$ cat src/rtl/uart_cmd_rx_if.sv
// Command-receiver signal bundle: serial line and downstream handshake in, command and status out.
// master drives the line (source side), slave is the receiver.
interface uart_cmd_rx_if;
   logic       rx_serial;
   logic       ready_to_act;
   logic [7:0] uart_rx;
   logic       valid_command;
   logic       frame_error;
   logic       cmd_dropped;

   modport master (
      output rx_serial,
      output ready_to_act,
      input  uart_rx,
      input  valid_command,
      input  frame_error,
      input  cmd_dropped
   );

   modport slave (
      input  rx_serial,
      input  ready_to_act,
      output uart_rx,
      output valid_command,
      output frame_error,
      output cmd_dropped
   );
endinterface

$ cat src/rtl/uart_cmd_rx.sv
// 8N1 UART receiver that accepts only the command bytes "T" and "D" and hands them downstream
// when the crossbar is idle; all status outputs are single-cycle registered pulses.
module uart_cmd_rx #(
   parameter int unsigned CLK_FREQ = 100_000_000,
   parameter int unsigned BAUD     = 9600
) (
   input logic          clk,
   input logic          rst,
   uart_cmd_rx_if.slave bus
);

   localparam int unsigned CLKS_PER_BIT = CLK_FREQ / BAUD;
   localparam int unsigned TW           = $clog2(CLKS_PER_BIT);
   localparam logic [TW-1:0] HalfTick   = TW'(CLKS_PER_BIT / 2 - 1);
   localparam logic [TW-1:0] LastTick   = TW'(CLKS_PER_BIT - 1);

   typedef enum logic [2:0] {StIdle, StStart, StData, StStop, StCheck} state_e;

   state_e        state_q;
   logic [1:0]    sync_q;
   logic [1:0]    settle_q;
   logic          armed_q;
   logic [TW-1:0] timer_q;
   logic [2:0]    bit_idx_q;
   logic [7:0]    shift_q;
   logic [7:0]    uart_rx_q;
   logic          valid_q;
   logic          ferr_q;
   logic          drop_q;
   logic          rx;

   assign rx = sync_q[1];

   always_ff @(posedge clk or negedge rst) begin
      if (!rst) begin
         state_q   <= StIdle;
         sync_q    <= 2'b11;
         settle_q  <= 2'b00;
         armed_q   <= 1'b0;
         timer_q   <= '0;
         bit_idx_q <= '0;
         shift_q   <= '0;
         uart_rx_q <= '0;
         valid_q   <= 1'b0;
         ferr_q    <= 1'b0;
         drop_q    <= 1'b0;
      end else begin
         sync_q   <= {sync_q[0], bus.rx_serial};
         settle_q <= {settle_q[0], 1'b1};
         valid_q  <= 1'b0;
         ferr_q   <= 1'b0;
         drop_q   <= 1'b0;
         // The synchronizer resets to 1, so only trust a high line once real samples reach it;
         // a start edge that began during reset is ignored until the line returns high.
         if (settle_q[1] && rx) armed_q <= 1'b1;

         unique case (state_q)
            StIdle: begin
               if (armed_q && !rx) begin
                  state_q <= StStart;
                  timer_q <= '0;
               end
            end
            StStart: begin
               if (timer_q == HalfTick) begin
                  if (rx) begin
                     state_q <= StIdle;
                  end else begin
                     state_q   <= StData;
                     timer_q   <= '0;
                     bit_idx_q <= '0;
                  end
               end else begin
                  timer_q <= timer_q + TW'(1);
               end
            end
            StData: begin
               if (timer_q == LastTick) begin
                  timer_q            <= '0;
                  shift_q[bit_idx_q] <= rx;
                  if (bit_idx_q == 3'd7) state_q <= StStop;
                  else                   bit_idx_q <= bit_idx_q + 3'd1;
               end else begin
                  timer_q <= timer_q + TW'(1);
               end
            end
            StStop: begin
               if (timer_q == LastTick) begin
                  timer_q <= '0;
                  if (rx) begin
                     state_q <= StCheck;
                  end else begin
                     ferr_q  <= 1'b1;
                     shift_q <= '0;
                     state_q <= StIdle;
                  end
               end else begin
                  timer_q <= timer_q + TW'(1);
               end
            end
            StCheck: begin
               if (shift_q == 8'h54 || shift_q == 8'h44) begin
                  if (bus.ready_to_act) begin
                     uart_rx_q <= shift_q;
                     valid_q   <= 1'b1;
                  end else begin
                     drop_q <= 1'b1;
                  end
               end
               state_q <= StIdle;
            end
            default: state_q <= StIdle;
         endcase
      end
   end

   assign bus.uart_rx       = uart_rx_q;
   assign bus.valid_command = valid_q;
   assign bus.frame_error   = ferr_q;
   assign bus.cmd_dropped   = drop_q;

endmodule

$ cat src/flat_wrapper.sv
// flat-port wrapper written by rule: the top's interface ports become plain ports
module uart_cmd_rx_flat 
#(
   parameter int unsigned CLK_FREQ = 100_000_000,
   parameter int unsigned BAUD     = 9600
)
  (clk, rst, bus_rx_serial, bus_ready_to_act, bus_uart_rx, bus_valid_command, bus_frame_error, bus_cmd_dropped);
  uart_cmd_rx_if bus_i ();
  input logic clk;
  input logic rst;
  input wire logic [$bits(bus_i.rx_serial)-1:0] bus_rx_serial;
  input wire logic [$bits(bus_i.ready_to_act)-1:0] bus_ready_to_act;
  output wire logic [$bits(bus_i.uart_rx)-1:0] bus_uart_rx;
  output wire logic [$bits(bus_i.valid_command)-1:0] bus_valid_command;
  output wire logic [$bits(bus_i.frame_error)-1:0] bus_frame_error;
  output wire logic [$bits(bus_i.cmd_dropped)-1:0] bus_cmd_dropped;
  assign bus_i.rx_serial = bus_rx_serial;
  assign bus_i.ready_to_act = bus_ready_to_act;
  assign bus_uart_rx = bus_i.uart_rx;
  assign bus_valid_command = bus_i.valid_command;
  assign bus_frame_error = bus_i.frame_error;
  assign bus_cmd_dropped = bus_i.cmd_dropped;
  uart_cmd_rx #(.CLK_FREQ(CLK_FREQ), .BAUD(BAUD)) u_core (.clk(clk), .rst(rst), .bus(bus_i));
endmodule
$ cat config.mk
export PLATFORM = sky130hd
export DESIGN_NAME = uart_cmd_rx_flat
export DESIGN_NICKNAME = d
export VERILOG_FILES = /design/src/rtl/uart_cmd_rx_if.sv /design/src/rtl/uart_cmd_rx.sv /design/src/flat_wrapper.sv
export SDC_FILE = /design/constraint.sdc
export NUM_CORES = 1
export LEC_CHECK = 0
export CORE_ASPECT_RATIO = 1.1
export CORE_MARGIN = 2
export CORE_UTILIZATION = 62
export CTS_CLUSTER_DIAMETER = 100
export DETAILED_ROUTE_END_ITERATION = 10
export PLACE_DENSITY = 0.93
export SLEW_MARGIN = 25
export SYNTH_ARGS = -nofsm -noshare
export SYNTH_HDL_FRONTEND = slang
export SYNTH_SLANG_ARGS = --single-unit
$ cat constraint.sdc
create_clock -name clk -period 5.2 [get_ports clk]
set_clock_uncertainty 0.05 [all_clocks]
set_input_delay 0.78 -clock clk [delete_from_list [all_inputs] [get_ports clk]]
set_output_delay 0.78 -clock clk [all_outputs]
set_load 0.05 [all_outputs]
==> Word-level counts from Yosys, hierarchy flattened <==
Cells that the tools add are included.
W data, S select, Z words.
{ "totals": {"word_cells": 82, "latchBits": 0, "romBits": 0, "in_bits": 4, "register_bits": 44, "ram_bits": 0, "out_inout_bits": 11, "n_memories": 0} }
{ "op_classes": {"n_shift": 0, "n_eq_ne": 18, "bitwise_logic": 0, "magnitude_cmp": 2, "n_addsub": 2, "mul": 0, "n_div": 0, "n_mux": 34, "reduce_logical": 15} }
{ "ops": {"columns": ["op", "n"], "rows": [
  ["$mux W14", 4],
  ["$pmux W14 S3", 1],
  ["$mux W3", 10],
  ["$mux W8", 3],
  ["$eq A8 B7 Y1 const B", 2],
  ["$pmux W8 S2", 1],
  ["$add A14 B1 Y14 const B", 1],
  ["$eq A14 B13 Y1 const B", 1],
  ["$eq A14 B14 Y1 const B", 1],
  ["$pmux W3 S4", 1],
  ["$mux W1", 10],
  ["$ne A2 B1 Y1 const B", 5],
  ["$reduce_and A5 Y1", 2],
  ["$bwmux W8", 1],
  ["$eq A3 B2 Y1 const B", 2],
  ["$eq A3 B3 Y1 const B", 2],
  ["$ne A2 B2 Y1 const B", 3],
  ["$pmux W3 S2", 1],
  ["$reduce_and A3 Y1", 2],
  ["$lt A3 B4 Y1 const B", 1],
  ["$reduce_and A4 Y1", 1],
  ["$reduce_bool A2 Y1", 2],
  ["$add A3 B1 Y3 const B", 1],
  ["$demux W1 S3", 1],
  ["10 further kinds", 12]
]} }

==> Longest topological paths before layout <==
{ "logic_depth": {"depth_word": 7, "ltp_mapped": 7, "depth_no_buf": 6} }

==> Worst setup path after synthesis <==
Ideal clock, no wire load.
{ "synth_path": {"kind": "register to register", "startpoint": "reg u_core.timer_q[0]", "endpoint": "reg u_core.timer_q[0]", "setup_ns": 0.125, "setup_slack_ns": 2.861, "arrival_ns": 2.165, "synth_period_minus_slack_ns": 2.339, "stages_incl_launch_ff": 7, "t_required_ns": 5.025, "n_path_buf": 1, "cell_sequence": "dfrtp_1 > ha_1 > or3b_1 > or4_4 > a22o_4 > buf_6 > mux2_2"} }
{ "synth_via": {"elab_chain_len": 3, "elab_cells_between_ends": 8, "cone_classes": "add/sub: 1; eq/ne: 3; mux: 3; reduce/logical: 1"} }
{ "synth_rtl": {"columns": ["item", "line_no", "rtl"], "rows": [
  ["start, declared", "uart_cmd_rx.sv:23", "logic [TW-1:0] timer_q;"],
  ["start signal, assigned", "uart_cmd_rx.sv:74", "timer_q <= timer_q + TW'(1);"],
  ["start signal, assigned", "uart_cmd_rx.sv:84", "timer_q <= timer_q + TW'(1);"],
  ["start signal, assigned", "uart_cmd_rx.sv:98", "timer_q <= timer_q + TW'(1);"],
  ["$add A14 B1 Y14, or another cell as far along", "uart_cmd_rx.sv:74, uart_cmd_rx.sv:84, uart_cmd_rx.sv:98", null],
  ["$mux W14, or another cell as far along", "uart_cmd_rx.sv:78, uart_cmd_rx.sv:88", null],
  ["$pmux W14 S3 or $reduce_and A3 Y1 (tied branches)", null, null]
]} }
Parallel ways exist; a longest one is shown, timed or not.
A chain may end at the register's enable or synchronous reset.

==> Worst setup path after layout <==
{ "layout_path": {"startpoint": "reg u_core.timer_q[0]", "endpoint": "reg u_core.shift_q[0]"} }
{ "layout_via": {"elab_chain_len": 3, "elab_cells_between_ends": 4, "cone_classes": "eq/ne: 3; reduce/logical: 1"} }
{ "layout_rtl": {"columns": ["item", "line_no", "rtl"], "rows": [
  ["$eq A14 B14 Y1 *", "uart_cmd_rx.sv:78, uart_cmd_rx.sv:88", null],
  ["$ne A2 B1 Y1 (no line)", null, null],
  ["$reduce_and A4 Y1 (no line) *", null, null],
  ["end signal, assigned by index", "uart_cmd_rx.sv:80", "shift_q[bit_idx_q] <= rx;"],
  ["end, declared", "uart_cmd_rx.sv:25", "logic [7:0] shift_q;"]
]} }
Every way passes the cells marked *; elsewhere a longest branch is shown, timed or not.

==> results.json <==
{
  "synth_area_mm2": 0.00209,
  "hold_path.class": "flop to flop",
  "synth.avg_cell_area_um2": 10.1,
  "synth_top_area_share_pct": 50.2,
  "cts-root-buf": "clkbuf_4",
  "grt_pass1_wl_mm": 6.73,
  "crit_type": "flop to flop",
  "synth_nets": 215,
  "seq_area_frac_synth_pct": 52.7,
  "ys.flop_type": "dfrtp_1",
  "grt_overflow": 0,
  "wirelength_mm": 3.92,
  "cts_buffer_depth": 2,
  "detail_route.first_pass.iterations": 4,
  "final_antenna_net_count": 0,
  "postSynth.asyncResetShare_pct": 100,
  "final_max_slew_viol_count": 0,
  "ys_warn_count": 0,
  "antenna-diode-count": 0,
  "final_net_count": 228,
  "cts_resized": 0,
  "max-slew-margin-rel_pct": 47.8,
  "die_area_mm2": 0.00386,
  "arrival_ns": 2.83,
  "start_util_pct": 63.9,
  "rows": 22,
  "via_count": 1633,
  "synth_seq_cells": 44,
  "clk_pin_slew_worst_paths_ns": 0.14,
  "critical_path_peak_fanout": 5,
  "fin_area_mm2": 0.00232,
  "port_buffers": 14,
  "grt_util_all_layers_pct": 23.3,
  "max_slew.worst_pin.slew_ns": 0.777,
  "gp_congestion": 0.834,
  "outcome": "complete, no violations",
  "io_pins": 15,
  "cp.required_ns": 5.43,
  "drive_gt1_share_pct": 7.66,
  "fp.dieH_um": 64.9,
  "cts_tree": "built",
  "num-fill-cells": 240,
  "startpoint_type": "flop",
  "cts_hold_buffers": 0,
  "area_growth_pct": 10.9,
  "vias_per_cell": 6.33,
  "p_leak_nw": 1.02,
  "placed_area_mm2": 0.00223,
  "htree_levels": 2,
  "min_period_ns": 2.60,
  "synth_area_leaders": "dfrtp_1 50%, o21ai_0 4.8%, nor2_1 3.0%",
  "synth_cells": 208,
  "maxCapViolCount": 0,
  "wl_per_cell_um": 15.2,
  "hpwl_mm": 2.69,
  "core_area_mm2": 0.00328,
  "timing.fmax_ghz": 0.385,
  "grt_max_degree": 45,
  "drtIter0Drc": 88,
  "grt_pass1_vias": 1446,
  "tns_ns": 0,
  "setup_viol": 0,
  "fin_crit_sh_pct": 50.0,
  "antenna_found_initial": 0,
  "p_per_area_mw_per_mm2": 304,
  "cts.sink_count": 44,
  "synth_edf_count": 0,
  "worstSkewPairLatency_ns": 0.37,
  "synth.distinct_cells": 44,
  "drcViolationCount": 0,
  "critPathCaptureType": "flop",
  "fp.dieW_um": 59.4,
  "cts-buffers-inserted": 5,
  "synth_top_area_cell": "dfrtp_1",
  "hold_viol_final": 0,
  "vdd_drop_max_mv": 0.195,
  "cts_setup_buffers": 0,
  "rsz0062_at_grt": "false"
}
## power breakdown
part           internal, W  total [W]  switching [W]
Combinational    0.0000427   0.000112      0.0000689
Clock             0.000103   0.000217       0.000114
Sequential        0.000356   0.000378      0.0000217
Total             0.000502   0.000707       0.000205
## through the flow
| stage | util, % | hold slack (ns) | setup slack, ns | std cells | total power [W] |
|---|---|---|---|---|---|
| final | 70.9 | 0.308 | 2.60 | 258 | 0.000707 |
| after global routing | 70.9 | 0.319 | 2.43 | 258 | 0.000740 |
| after CTS | 70.8 | 0.313 | 2.62 | 258 | 0.000710 |
| after detailed placement | 68.2 | 0.286 | 2.68 | 250 | 0.000494 |
| after global placement | 68.2 | 0.282 | 2.47 | 250 | 0.000489 |
| after floorplan | - | 0.281 | 2.86 | 208 | 0.000470 |
## cells by family (layout without fill, tap and decap cells)
logic type,Yosys count,count (layout),synth area share [%]
XOR/XNOR,4,4,1.67
adder cells (fa/ha/maj),3,3,1.79
buffers and inverters,14,28,2.93
multiplexers,2,2,1.08
AND/OR/NAND/NOR,89,89,24.4
flip-flops,44,44,52.7
AO/OA/AOI/OAI,51,51,15.2
other,1,1,0.179
## critical path, stage by stage (launching register included)
cell,delay (ns)
dfrtp_1,0.43
ha_1,0.23
or3b_1,0.40
or4_4,0.59
nor2_1,0.33
nand3b_1,0.24
o31ai_1,0.24
## layout make-up
type	instances	area (µm²)	share of cell area (%)
multi-input cells	150	928	40.0
clock inverters	3	47.5	2.05
well taps	36	45.0	1.94
clock buffers	5	37.5	1.62
repair buffers	14	138	5.93
flip-flops and latches	44	1100	47.5
inverters	6	22.5	0.970
## layer usage
| metal | part of all wire (%) | global-route usage [%] | up-vias |
|---|---|---|---|
| li1 | - | - | 776 |
| met1 | 44 | 30.6 | 793 |
| met2 | 48 | 35.3 | 52 |
| met3 | 5.5 | 6.79 | 12 |
| met4 | 2.3 | 10.2 | 0 |
| met5 | 0 | 0 | - |
## sequential cells by signal, indices dropped and copies added (netlist names)
register and count:
u_core.armed_q 1, u_core.bit_idx_q 3, u_core.bus.cmd_dropped 1, u_core.bus.frame_error 1
u_core.bus.uart_rx 8, u_core.bus.valid_command 1, u_core.settle_q 2, u_core.shift_q 8
u_core.state_q 3, u_core.sync_q 2, u_core.timer_q 14
## layout by cell type (no fill, tap or decap), types with 6 or more instances in the layout
cell and count:
dfrtp_1 42, o21ai_0 19, nor2_1 17, nand2_1 16
clkdlybuf4s50_1 13, nand3_1 12, a21oi_1 9, inv_1 6
a31oi_1 6, and2_1 6
## synth_stat cells, types with 4 or more instances
| master | n |
|---|---|
| clkbuf_1 | 6 |
| nand2_1 | 16 |
| nand2b_1 | 5 |
| a21oi_1 | 9 |
| and2_1 | 6 |
| a21o_1 | 4 |
| o31ai_1 | 5 |
| a31oi_1 | 6 |
| nand4_1 | 5 |
| o21ai_0 | 20 |
| nand3_1 | 12 |
| inv_1 | 6 |
| nor2_1 | 17 |
| dfrtp_1 | 42 |
## final timing paths
| kind | startpoint | end | slack, ns | cells after the start |
|---|---|---|---|---|
| worst min register to register | u_core.settle_q[0] | u_core.settle_q[1] | 0.31 | 0 |
| worst max-delay path | u_core.timer_q[0] | u_core.shift_q[0] | 2.60 | 6 |
| worst min-delay path | u_core.settle_q[0] | u_core.settle_q[1] | 0.31 | 0 |
| min in group asynchronous | rst | u_core.timer_q[10] | 0.32 | 1 |
| worst max register to register | u_core.timer_q[0] | u_core.shift_q[0] | 2.60 | 6 |
| max in group asynchronous | rst | u_core.sync_q[0] | 4.38 | 1 |
Note: power is estimated with default switching activity, not from simulation.
